## config.mk

```make
export PLATFORM = sky130hd
export DESIGN_NAME = alu_unit_flat
export DESIGN_NICKNAME = d
export VERILOG_FILES = /design/src/rtl/alu_pkg.sv /design/src/rtl/alu_if.sv /design/src/rtl/alu_comb.sv /design/src/rtl/alu_unit.sv /design/src/flat_wrapper.sv
export SDC_FILE = /design/constraint.sdc
export NUM_CORES = 1
export LEC_CHECK = 0
export ABC_AREA = 1
export BUFFER_PORTS_ARGS = -buffer_cell sky130_fd_sc_hd__buf_2
export CORE_ASPECT_RATIO = 0.75
export CORE_MARGIN = 2
export CORE_UTILIZATION = 65
export DETAILED_ROUTE_END_ITERATION = 8
export PLACE_DENSITY = 0.84
export SYNTH_ARGS = -nofsm -noshare
export SYNTH_HDL_FRONTEND = slang
export SYNTH_HIERARCHICAL = 1
export SYNTH_SLANG_ARGS = --single-unit
```

## constraint.sdc

```tcl
create_clock -name clk -period 23.8 [get_ports clk]
set_input_delay 7.14 -clock clk [delete_from_list [all_inputs] [get_ports clk]]
set_output_delay 7.14 -clock clk [all_outputs]
set_load 0.1 [all_outputs]
```

## src/rtl/alu_pkg.sv

```systemverilog
// Shared opcode encoding and widths for the ALU slice.
package alu_pkg;

   localparam int unsigned ALU_SEL_W = 4;

   typedef enum logic [ALU_SEL_W-1:0] {
      ALU_ADD  = 4'b0000,
      ALU_SUB  = 4'b0001,
      ALU_MUL  = 4'b0010,
      ALU_DIV  = 4'b0011,
      ALU_SHL  = 4'b0100,
      ALU_SHR  = 4'b0101,
      ALU_ROL  = 4'b0110,
      ALU_ROR  = 4'b0111,
      ALU_AND  = 4'b1000,
      ALU_OR   = 4'b1001,
      ALU_XOR  = 4'b1010,
      ALU_NOR  = 4'b1011,
      ALU_NAND = 4'b1100,
      ALU_XNOR = 4'b1101,
      ALU_GT   = 4'b1110,
      ALU_EQ   = 4'b1111
   } alu_op_e;

endpackage : alu_pkg

```

## src/rtl/alu_if.sv

```systemverilog
// Operand/opcode/result bundle between the datapath driver and the ALU.
interface alu_if
   import alu_pkg::*;
#(
   parameter int unsigned WIDTH = 8
) ();

   logic [WIDTH-1:0]     A;
   logic [WIDTH-1:0]     B;
   logic [ALU_SEL_W-1:0] ALU_Sel;
   logic [WIDTH-1:0]     ALU_Out;
   logic                 CarryOut;

   modport master (
      output A, B, ALU_Sel,
      input  ALU_Out, CarryOut
   );

   modport slave (
      input  A, B, ALU_Sel,
      output ALU_Out, CarryOut
   );

endinterface : alu_if

```

## src/rtl/alu_comb.sv

```systemverilog
// Combinational ALU datapath: result and adder carry, unregistered.
module alu_comb
   import alu_pkg::*;
#(
   parameter int unsigned WIDTH = 8
) (
   input  logic [WIDTH-1:0]     a_i,
   input  logic [WIDTH-1:0]     b_i,
   input  logic [ALU_SEL_W-1:0] sel_i,
   output logic [WIDTH-1:0]     res_d,
   output logic                 carry_d
);

   logic [WIDTH:0] sum;

   // Carry is reported for every opcode, so the adder is always live.
   assign sum     = {1'b0, a_i} + {1'b0, b_i};
   assign carry_d = sum[WIDTH];

   always_comb begin
      res_d = '0;
      case (alu_op_e'(sel_i))
         ALU_ADD:  res_d = sum[WIDTH-1:0];
         ALU_SUB:  res_d = a_i - b_i;
         ALU_MUL:  res_d = a_i * b_i;
         ALU_DIV:  res_d = (b_i == '0) ? '1 : a_i / b_i;
         ALU_SHL:  res_d = {a_i[WIDTH-2:0], 1'b0};
         ALU_SHR:  res_d = {1'b0, a_i[WIDTH-1:1]};
         ALU_ROL:  res_d = {a_i[WIDTH-2:0], a_i[WIDTH-1]};
         ALU_ROR:  res_d = {a_i[0], a_i[WIDTH-1:1]};
         ALU_AND:  res_d = a_i & b_i;
         ALU_OR:   res_d = a_i | b_i;
         ALU_XOR:  res_d = a_i ^ b_i;
         ALU_NOR:  res_d = ~(a_i | b_i);
         ALU_NAND: res_d = ~(a_i & b_i);
         ALU_XNOR: res_d = ~(a_i ^ b_i);
         ALU_GT:   res_d = {{(WIDTH-1){1'b0}}, (a_i > b_i)};
         ALU_EQ:   res_d = {{(WIDTH-1){1'b0}}, (a_i == b_i)};
         default:  res_d = '0;
      endcase
   end

endmodule : alu_comb

```

## src/rtl/alu_unit.sv

```systemverilog
// Output-registered 16-function ALU with synchronous active-low reset.
module alu_unit
   import alu_pkg::*;
#(
   parameter int unsigned WIDTH = 8
) (
   input  logic clk,
   input  logic rst_n,
   alu_if.slave bus
);

   logic [WIDTH-1:0] res_d;
   logic             carry_d;
   logic [WIDTH-1:0] res_q;
   logic             carry_q;

   alu_comb #(
      .WIDTH (WIDTH)
   ) u_comb (
      .a_i     (bus.A),
      .b_i     (bus.B),
      .sel_i   (bus.ALU_Sel),
      .res_d   (res_d),
      .carry_d (carry_d)
   );

   always_ff @(posedge clk) begin
      if (!rst_n) begin
         res_q   <= '0;
         carry_q <= 1'b0;
      end else begin
         res_q   <= res_d;
         carry_q <= carry_d;
      end
   end

   assign bus.ALU_Out  = res_q;
   assign bus.CarryOut = carry_q;

endmodule : alu_unit

```

## src/flat_wrapper.sv

```systemverilog
// flat-port wrapper written by rule: the top's interface ports become plain ports
module alu_unit_flat import alu_pkg::*;
#(
   parameter int unsigned WIDTH = 8
)
  (clk, rst_n, bus_A, bus_B, bus_ALU_Sel, bus_ALU_Out, bus_CarryOut);
  alu_if #(.WIDTH(WIDTH)) bus_i ();
  input  logic clk;
  input  logic rst_n;
  input wire logic [$bits(bus_i.A)-1:0] bus_A;
  input wire logic [$bits(bus_i.B)-1:0] bus_B;
  input wire logic [$bits(bus_i.ALU_Sel)-1:0] bus_ALU_Sel;
  output wire logic [$bits(bus_i.ALU_Out)-1:0] bus_ALU_Out;
  output wire logic [$bits(bus_i.CarryOut)-1:0] bus_CarryOut;
  assign bus_i.A = bus_A;
  assign bus_i.B = bus_B;
  assign bus_i.ALU_Sel = bus_ALU_Sel;
  assign bus_ALU_Out = bus_i.ALU_Out;
  assign bus_CarryOut = bus_i.CarryOut;
  alu_unit #(.WIDTH(WIDTH)) u_core (.clk(clk), .rst_n(rst_n), .bus(bus_i));
endmodule
```

# Yosys cells after proc, flatten, opt, wreduce, memory -nomap -nowiden
# Index checks and enable logic that the tools add are counted.
[totals]
input_bits = 22
reg_bits = 9
out_inout_bits = 9
[op_classes]
mux = 2
multipliers = 1
bitwise = 6
n_reduce_logical = 2
eq_ne = 16
add_sub_neg = 2
n_div = 1
n_lt_le_gt_ge = 1
[op_table]
columns = ["operator", "count"]
rows = [
  ["$pmux W8 S16", 1],
  ["$eq A4 B4 Y1 const B", 8],
  ["$not A8 Y8", 3],
  ["$eq A4 B3 Y1 const B", 4],
  ["$add A8 B8 Y9", 1],
  ["$and A8 B8 Y8", 1],
  ["$div A8 B8 Y8", 1],
  ["$eq A4 B2 Y1 const B", 2],
  ["$eq A8 B8 Y1", 1],
  ["$gt A8 B8 Y1", 1],
  ["$logic_not A8 Y1", 1],
  ["$mul A8 B8 Y8", 1],
  ["$mux W8", 1],
  ["$or A8 B8 Y8", 1],
  ["$sub A8 B8 Y8", 1],
  ["$xor A8 B8 Y8", 1],
  ["$eq A4 B1 Y1 const B", 1],
  ["$logic_not A4 Y1", 1],
]

# Depth between registers and ports, before layout
# Gate-level depths: netlist (run 1).
[logic_depth]
depth_word = 3
depth_mapped = 69
depth_no_buf = 69

# Cells and area by module
# The synthesis (run 1) kept the hierarchy.
[modules_own_cells]
columns = ["mod", "instances", "cells_per_inst", "area_per_inst_um2"]
rows = [
  ["alu_comb", 1, 691, 4135.2],
  ["alu_unit", 1, 28, 259.0],
]

# Worst setup path after synthesis (run 1)
# No wires, ideal clock.
[synth_path]
path_type = "input -> register"
startpoint = "in bus_B[0]"
endpoint = "reg u_core.res_q[0] (netlist: u_core/bus.ALU_Out[0])"
cell_stages = 60
arrival_time_ns = 14.881
required_time_ns = 23.691
path_slack_ns = 8.811
path_cell_list = "inv_1 > ha_1 > or2_2 > nand3_2 > nand2_2 > nand2_1 > inv_1 > ha_1 > o21ai_0 > nand2_1 > nand2_2 > inv_2 > nand2_1 > nand2_1 > ha_1 > a21oi_1 > nand2_1 > nand2_1 > [... 24 more ...] > nand2_1 > ha_1 > inv_1 > nor3_1 > nand4_1 > nand3_1 > inv_1 > nand2_1 > o21ai_0 > ha_1 > a21oi_1 > o21ai_0 > nand2_1 > o2111ai_1 > o21ai_0 > a21oi_1 > nand2_1 > inv_1"
[synth_between]
elab_chain_cells = 3
[synth_rtl]
columns = ["element", "line", "text"]
rows = [
  ["start: declaration", "flat_wrapper.sv:11", "input wire logic [$bits(bus_i.B)-1:0] bus_B;"],
  ["$div A8 B8 Y8, or another cell as far along", "alu_comb.sv:26", "ALU_DIV: res_d = (b_i == '0) ? '1 : a_i / b_i;"],
  ["$mux W8, or another cell as far along", "alu_comb.sv:26", ""],
  ["$pmux W8 S16 *", "alu_comb.sv:22", "case (alu_op_e'(sel_i))"],
  ["net u_core.res_d[0]", "alu_unit.sv:12", "logic [WIDTH-1:0] res_d;"],
  ["end signal: assignment", "alu_unit.sv:32", "res_q <= res_d;"],
  ["end: declaration", "alu_unit.sv:14", "logic [WIDTH-1:0] res_q;"],
]
# The timed path passes the listed nets; every way through them passes the cells marked *.
# A chain may end at the register's enable or synchronous reset.

# Worst setup path after layout (run 1)
# Ends and elaborated chain as after synthesis.

==> results.sh, run 1 <==
export IMPL_clk_path_buf_depth=2
export IMPL_row_count=25
export IMPL_place_inst=821
export IMPL_worstPathRequired_ns=23.99
export IMPL_die_w_um=98.9
export IMPL_syn_num_nets=834
export IMPL_max_freq_mhz=60.4
export IMPL_wl_per_cell_um=17.1
export IMPL_hold_buffers=0
export IMPL_synthCells=719
export IMPL_crit_path_frequent_cell="nand2_1"
export IMPL_synthFlopType="dfxtp_1"
export IMPL_synth_top_area_share_pct=22.5
export IMPL_drive_above_1_share_pct=11.2
export IMPL_io_pins=31
export IMPL_drv_cap=0
export IMPL_htreeDepth=1
export IMPL_io_buffers=30
export IMPL_crit_arrival_ns=16.75
export IMPL_clk_pin_slew_worst_paths_ns=0.06
export IMPL_slew_headroom_pct=50.9
export IMPL_cts_sinks=9
export IMPL_worst_pin_slew_ns=0.733
export IMPL_grt_antenna_before_repair=0
export IMPL_synth_area_leaders="ha_1 (22%), nand2_1 (15%), inv_1 (11%)"
export IMPL_cts_root_buffer="clkbuf_8"
export IMPL_grt_pass1_wl_um=22400
export IMPL_hold_path_class="primary input to register"
export IMPL_setup_slack_ns=7.24
export IMPL_pre_cts_ws_ns=7.25
export IMPL_cellPowerDensity_nw_per_um2=38.6
export IMPL_cp_max_fo=12
export IMPL_diodes=0
export IMPL_maxSlewViolCount=0
export IMPL_worst_setup_path_end_kind="register"
export IMPL_yosys_register_bits=9
export IMPL_dpl_cell_area_um2=4600
export IMPL_fin_crit_ns=16.56
export IMPL_cts_made_buffers=3
export IMPL_utilization_pct=72.4
export IMPL_hold_path_end="u_core/bus.ALU_Out[3]"
export IMPL_dr_pass1_iters=5
export IMPL_globalRouteTotalUtil_pct=38.1
export IMPL_cts_resized=0
export IMPL_yosysUniqueCellTypes=47
export IMPL_vias=5028
export IMPL_cts_tree="done"
export IMPL_min_from="rst_n"
export IMPL_core_um2=6410
export IMPL_grt_pass1_vias=4626
export IMPL_post_cts_setup_buffers=0
export IMPL_setup_violations=0
export IMPL_drt_iter0_markers=556
export IMPL_p_leak_nw=2.72
export IMPL_instances_no_fill=825
export IMPL_syn_area_um2=4390
export IMPL_layout_common_cells="nand2_1 (177), inv_1 (128), ha_1 (79), nor2_1 (57), a21oi_1 (38)"
export IMPL_fill_cells=538
export IMPL_grt_max_degree=14
export IMPL_dieHeight_um=75.2
export IMPL_ys_seq_area_share_pct=4.10
export IMPL_dieArea_um2=7440
export IMPL_synth_warnings=6
export IMPL_fin_crit_sh_pct=69.6
export IMPL_power_total_mw=0.179
export IMPL_gp_congestion=0.994
export IMPL_hpwl_um=11500
export IMPL_slowest_stage="ha_1"
export IMPL_layout_nets=860
export IMPL_ir_drop_uv=33.7
export IMPL_routed_wl_um=14100
export IMPL_rsz0062_at_grt="no"
export IMPL_worstSetupPathType="primary input to register"
export IMPL_syn_avg_cell_area_um2=6.11
export IMPL_hold_depth=3
export IMPL_fin_area_um2=4640
export IMPL_synth_top_area_cell="ha_1"
export IMPL_async_flop_share_pct=0
export IMPL_finalHoldViolCount=0
export IMPL_outcome="completed"
export IMPL_drc_errors=0
export IMPL_start_util_pct=68.5
export IMPL_start_kind="primary input"
export IMPL_ant_nets=0
export IMPL_avgViaCountPerCell=6.09
export IMPL_gr_total_overflow=0
export IMPL_area_delta_synth_final_pct=5.69
export IMPL_layout_commonest_cell="nand2_1"
export IMPL_fin_setup_tns_ns=0
export IMPL_hold_ws_ns=7.20
export IMPL_cpPeakStageDelay_ns=0.34
export IMPL_synth_edf_count=0
==> area by class of cell <==
type / instances / area [um^2] / area share [%]
clock buffers: 4 / 45.0 / 0.970
multi-input cells: 561 / 3640 / 78.4
well taps: 81 / 101 / 2.18
inverters: 140 / 528 / 11.4
repair buffers: 30 / 150 / 3.23
flip-flops and latches: 9 / 180 / 3.88
==> per-layer routing <==
layer	routed length, um	GRT usage (%)	up-vias
met4	390	11.7	0
met1	5970	52.0	2295
met5	0	0	-
met3	1680	7.89	47
met2	6040	61.4	318
li1	-	-	2368
==> power by group <==
part           leakage, nW  internal, mW  total [mW]  switching [mW]
sequential          0.0745        0.0167      0.0170        0.000346
combinational         2.63        0.0492       0.144          0.0944
clock               0.0228        0.0118      0.0188         0.00707
total                 2.72        0.0776       0.179           0.102
==> kinds of logic after synthesis <==
group           after synthesis  synth area share, %
buf+inv                     149                 13.1
fa+ha+maj                    93                 28.9
xor+xnor                     25                 4.98
simple gates                332                 34.0
flops                         9                 4.10
compound gates              111                 14.9
==> cell usage after synthesis, types with 5 or more instances <==
master,count
a21oi_1,38
dfxtp_1,9
fa_1,14
ha_1,79
inv_1,128
inv_2,9
nand2_1,177
nand2_2,9
nand3_1,37
nand3_2,6
nand4_1,9
nor2_1,57
nor3_1,7
nor4_1,5
o21ai_0,31
o21bai_1,5
o22ai_1,12
or2_2,12
xnor2_1,11
xor2_1,14
==> worst max-delay path, delay by kind of cell <==
| kind | cells | cell delay, ns |
|---|---|---|
| simple gates | 36 | 3.96 |
| fa+ha+maj | 8 | 2.36 |
| buf+inv | 14 | 1.54 |
| compound gates | 11 | 1.78 |
==> state kept, by name, summed over array words and instances (netlist names) <==
signal and cells:
u_core/bus.ALU_Out 8, u_core/bus.CarryOut 1
==> how the worst max path moves through the flow <==
stage | endpoint | cells past startpoint | from | slack, ns
after floorplan | u_core/bus.ALU_Out[0] | 60 | bus_B[0] | 8.81
after global placement | u_core/bus.ALU_Out[0] | 62 | bus_B[0] | 7.78
after detailed placement | u_core/bus.ALU_Out[0] | 66 | bus_B[0] | 7.25
after CTS | u_core/bus.ALU_Out[0] | 66 | bus_B[0] | 7.47
after global routing | u_core/bus.ALU_Out[0] | 69 | bus_B[0] | 6.29
final | u_core/bus.ALU_Out[0] | 69 | bus_B[0] | 7.24
Note: power is estimated with default switching activity, not from simulation.
==> run 2: changes to the inputs <==
- CORE_UTILIZATION: 65 -> 58
- PLACE_DENSITY: 0.84 -> 0.79
- clock period: 23.8 -> 13.8 ns (I/O delays scaled with it)
==> run 2 against run 1 <==
Against the previous run: critical path depth decreased by 2; combinational power up 72%; worst setup slack got worse by 6.5 ns; via count shrank 3.8%; wire length fell by 5.6%; sequential share of layout area is 0.058 points lower; hold slack lost 3.0 ns; die area increased by 11%; non-clock buffer count grew 3; clock power increased by 65%; cell count grew 2.8%; largest power group unchanged.
==> results.sh, run 2 (same netlist as run 1, synthesis figures left out) <==
export IMPL_diodes=0
export IMPL_hold_buffers=0
export IMPL_crit_end="u_core/bus.ALU_Out[0]"
export IMPL_fin_crit_ns=13.11
export IMPL_cts_root_buffer="clkbuf_8"
export IMPL_grt_pass1_wl_um=21700
export IMPL_avgViaCountPerCell=5.71
export IMPL_gr_total_overflow=0
export IMPL_setup_violations=0
export IMPL_worst_setup_path_end_kind="register"
export IMPL_dpl_cell_area_um2=4620
export IMPL_cts_tree="done"
export IMPL_core_um2=7330
export IMPL_p_leak_nw=2.74
export IMPL_slowest_stage="ha_1"
export IMPL_row_count=27
export IMPL_crit_arrival_ns=13.30
export IMPL_io_buffers=30
export IMPL_start_util_pct=59.9
export IMPL_ir_drop_uv=50.7
export IMPL_drv_cap=0
export IMPL_drive_above_1_share_pct=12.2
export IMPL_drt_iter0_markers=480
export IMPL_start_kind="primary input"
export IMPL_routed_wl_um=13300
export IMPL_utilization_pct=64.3
export IMPL_worstSetupPathType="primary input to register"
export IMPL_layout_commonest_cell="nand2_1"
export IMPL_vias=4838
export IMPL_htreeDepth=1
export IMPL_gp_congestion=1.03
export IMPL_cts_sinks=9
export IMPL_grt_max_degree=14
export IMPL_outcome="completed"
export IMPL_io_pins=31
export IMPL_hold_path_class="primary input to register"
export IMPL_ant_nets=0
export IMPL_startpoint="bus_B[0]"
export IMPL_largest_reg_flops=8
export IMPL_pre_cts_ws_ns=0.249
export IMPL_cpPeakStageDelay_ns=0.33
export IMPL_maxSlewViolCount=0
export IMPL_dieHeight_um=79.4
export IMPL_clk_path_buf_depth=2
export IMPL_layout_common_cells="nand2_1 (177), inv_1 (125), ha_1 (79), nor2_1 (57), a21oi_1 (38)"
export IMPL_slew_headroom_pct=51.1
export IMPL_die_w_um=105
export IMPL_dieArea_um2=8300
export IMPL_setup_slack_ns=0.690
export IMPL_grt_antenna_before_repair=0
export IMPL_hpwl_um=10800
export IMPL_clk_pin_slew_worst_paths_ns=0.05
export IMPL_fin_crit_sh_pct=95.0
export IMPL_drc_errors=0
export IMPL_fin_area_um2=4710
export IMPL_globalRouteTotalUtil_pct=32.3
export IMPL_cp_max_fo=12
export IMPL_cts_made_buffers=3
export IMPL_area_delta_synth_final_pct=7.29
export IMPL_layout_nets=863
export IMPL_worst_pin_slew_ns=0.730
export IMPL_wl_per_cell_um=15.7
export IMPL_dr_pass1_iters=7
export IMPL_grt_pass1_vias=4482
export IMPL_finalHoldViolCount=0
export IMPL_crit_path_frequent_cell="nand2_1"
export IMPL_cellPowerDensity_nw_per_um2=65.1
export IMPL_max_freq_mhz=76.3
export IMPL_worstPathRequired_ns=13.99
-- run 2: final cells by class --
| class | count | area, um^2 |
|---|---|---|
| inverters | 140 | 538 |
| fillers | 733 | 2620 |
| well taps | 101 | 126 |
| multi-input cells | 561 | 3650 |
| clock buffers | 4 | 45.0 |
| repair buffers | 33 | 175 |
| flip-flops and latches | 9 | 180 |
-- run 2: repair_timing --
action / 4_1_cts / 5_1_grt
endpoints found under the setup margin: 0 / 1
resized for setup: 0 / 8
setup buffers: 0 / 3
-- run 2: where the power goes --
group / internal (mW) / total [mW] / leakage [nW] / switching, mW
combinational: 0.0856 / 0.247 / 2.64 / 0.161
sequential: 0.0288 / 0.0293 / 0.0745 / 0.000518
clock: 0.0202 / 0.0310 / 0.0228 / 0.0109
total: 0.135 / 0.307 / 2.74 / 0.172
-- run 2: worst min path at each step --
stage | from | slack, ns | to | cells past startpoint
floorplan | rst_n | 4.34 | u_core/bus.CarryOut | 3
finish | rst_n | 4.21 | u_core/bus.ALU_Out[0] | 3
global route | rst_n | 4.24 | u_core/bus.ALU_Out[0] | 3
CTS | rst_n | 4.21 | u_core/bus.ALU_Out[0] | 3
global placement | rst_n | 4.46 | u_core/bus.ALU_Out[4] | 3
detailed placement | rst_n | 4.46 | u_core/bus.ALU_Out[2] | 3
-- run 2: metal layers --
metal,track usage (%),part of all wire [%],vias up
met2,52.9,42,240
li1,-,-,2364
met4,6.62,2.0,0
met5,0,0,-
met3,5.55,11,26
met1,44.8,44,2208
-- run 2: stage by stage --
step                      hold WS, ns  setup TNS, ns  cells  power [mW]
final                            4.21              0    848       0.307
after global routing             4.24        -0.0476    848       0.338
after CTS                        4.21              0    845       0.301
after detailed placement         4.46              0    841       0.269
after floorplan                  4.34              0    719       0.215
after global placement           4.46              0    841       0.261
-- run 2: critical path, delay by kind of cell --
| kind | cells | cell delay (ns) |
|---|---|---|
| AO/OA/AOI/OAI | 16 | 2.41 |
| buffers and inverters | 10 | 0.96 |
| AND/OR/NAND/NOR | 33 | 3.38 |
| adder cells (fa/ha/maj) | 8 | 2.39 |
==> run 3: changes to the inputs <==
--- a/config.mk
+++ b/config.mk
@@ -9,8 +9,7 @@
 export BUFFER_PORTS_ARGS = -buffer_cell sky130_fd_sc_hd__buf_2
 export CORE_ASPECT_RATIO = 0.75
-export CORE_MARGIN = 2
 export CORE_UTILIZATION = 58
 export DETAILED_ROUTE_END_ITERATION = 8
-export PLACE_DENSITY = 0.79
+export PLACE_DENSITY = 0.84
 export SYNTH_ARGS = -nofsm -noshare
 export SYNTH_HDL_FRONTEND = slang
==> constraint.sdc (replaced) <==
create_clock -name clk -period 13.8 [get_ports clk]
set_input_delay 4.14 -clock clk [delete_from_list [all_inputs] [get_ports clk]]
set_output_delay 4.14 -clock clk [all_outputs]
set_load 0.01 [all_outputs]
==> run 3 against run 2 <==
Against the previous run: core utilization is 0.44 points higher; fmax increased by 1.3%; wire length is 1.3% lower; highest routed layer unchanged; count of clock-buffer cells in the layout decreased by 1; cell count increased by 0.24%; critical path type unchanged; worst setup slack improved by 0.16 ns; sequential share of layout area hardly changed; via count increased by 0.39%; sequential power is essentially flat; hold slack got worse by 0.0099 ns.
==> results.sh, run 3 (same netlist as run 1, synthesis figures left out) <==
export IMPL_layout_commonest_cell="nand2_1"
export IMPL_grt_max_degree=14
export IMPL_cts_root_buffer="clkbuf_8"
export IMPL_hpwl_um=10600
export IMPL_dieArea_um2=7930
export IMPL_power_total_mw=0.287
export IMPL_htreeDepth=1
export IMPL_fin_setup_tns_ns=0
export IMPL_slowest_stage="ha_1"
export IMPL_layout_nets=865
export IMPL_max_freq_mhz=77.2
export IMPL_globalRouteTotalUtil_pct=34.7
export IMPL_worstSetupPathType="primary input to register"
export IMPL_row_count=27
export IMPL_die_w_um=103
export IMPL_wl_per_cell_um=15.4
export IMPL_gr_total_overflow=0
export IMPL_largest_reg_flops=8
export IMPL_worst_setup_path_end_kind="register"
export IMPL_finalHoldViolCount=0
export IMPL_io_buffers=30
export IMPL_crit_path_frequent_cell="nand2_1"
export IMPL_gp_congestion=1.01
export IMPL_cellPowerDensity_nw_per_um2=60.5
export IMPL_clk_path_buf_depth=2
export IMPL_core_um2=7330
export IMPL_fin_crit_sh_pct=93.8
export IMPL_ir_drop_uv=40.2
export IMPL_ant_nets=0
export IMPL_fin_area_um2=4750
export IMPL_grt_pass1_vias=4555
export IMPL_drt_iter0_markers=385
export IMPL_dieHeight_um=77.4
export IMPL_start_util_pct=59.9
export IMPL_diodes=0
export IMPL_p_leak_nw=2.76
export IMPL_area_delta_synth_final_pct=8.03
export IMPL_grt_antenna_before_repair=0
export IMPL_cpPeakStageDelay_ns=0.34
export IMPL_hold_depth=3
export IMPL_clk_pin_slew_worst_paths_ns=0.04
export IMPL_setup_violations=0
export IMPL_maxSlewViolCount=0
export IMPL_dr_pass1_iters=5
export IMPL_vias=4857
export IMPL_hold_path_class="primary input to register"
export IMPL_layout_common_cells="nand2_1 (177), inv_1 (126), ha_1 (78), nor2_1 (57), a21oi_1 (38)"
export IMPL_setup_slack_ns=0.854
export IMPL_cts_tree="done"
export IMPL_avgViaCountPerCell=5.71
export IMPL_drv_cap=0
export IMPL_drc_errors=0
export IMPL_worstPathRequired_ns=13.98
export IMPL_routed_wl_um=13100
export IMPL_slew_headroom_pct=55.8
export IMPL_cts_made_buffers=3
export IMPL_cts_sinks=9
export IMPL_outcome="completed"
export IMPL_drive_above_1_share_pct=12.8
export IMPL_crit_arrival_ns=13.12
export IMPL_worst_pin_slew_ns=0.660
export IMPL_fin_crit_ns=12.95
export IMPL_io_pins=31
export IMPL_grt_pass1_wl_um=21900
export IMPL_dpl_cell_area_um2=4620
export IMPL_hold_buffers=0
export IMPL_cp_max_fo=12
export IMPL_start_kind="primary input"
export IMPL_pre_cts_ws_ns=0.325
## run 3: cell types whose count changed in the layout (fill, tap and decap cells not counted), sizes merged
cell	change
clkbuf	-2
buf	+3
inv	+1
clkinv	+1
clkinvlp	-1
## run 3: final timing paths
check                                   end      from
worst max-delay path  u_core/bus.ALU_Out[0]  bus_B[0]
worst min-delay path  u_core/bus.ALU_Out[3]     rst_n
## run 3: stage by stage
stage | hold slack, ns | cells | util [%]
2_1_floorplan | 4.34 | 719 | -
3_3_place_gp | 4.44 | 841 | 63.1
3_5_place_dp | 4.44 | 841 | 63.1
4_1_cts | 4.20 | 845 | 63.7
5_1_grt | 4.21 | 850 | 64.8
6_report | 4.20 | 850 | 64.8
## run 3: what timing repair did
item,in CTS,in global routing
gates resized for setup,0,16
endpoints found under the setup margin,0,1
buffers inserted,0,5
endpoints found under the hold margin,0,0
## run 3: routing by layer
layer  GRT usage [%]  part of all wire (%)
met1            48.7                    44
met4            5.86                   1.2
met2            55.0                    44
met3            7.21                    11
met5               0                     0
## run 3: critical path: cells and delay by family
| family | cells | cell delay (ns) |
|---|---|---|
| adders and majority gates | 8 | 2.42 |
| and+or+nand+nor | 35 | 3.77 |
| AOI/OAI and AO/OA | 14 | 1.73 |
| buffers and inverters | 11 | 1.04 |
## run 3: cell type report
class	count	area, um^2
clock inverter	1	5.00
sequential	9	180
tap	101	126
inverter	140	537
fill	693	2580
multi-input combinational	561	3670
clock buffer	3	41.3
timing repair buffer	35	190
## run 3: power breakdown
| part | total (mW) | internal (mW) | switching [mW] |
|---|---|---|---|
| logic | 0.228 | 0.0864 | 0.142 |
| registers | 0.0294 | 0.0289 | 0.000517 |
| clock network | 0.0296 | 0.0196 | 0.00995 |
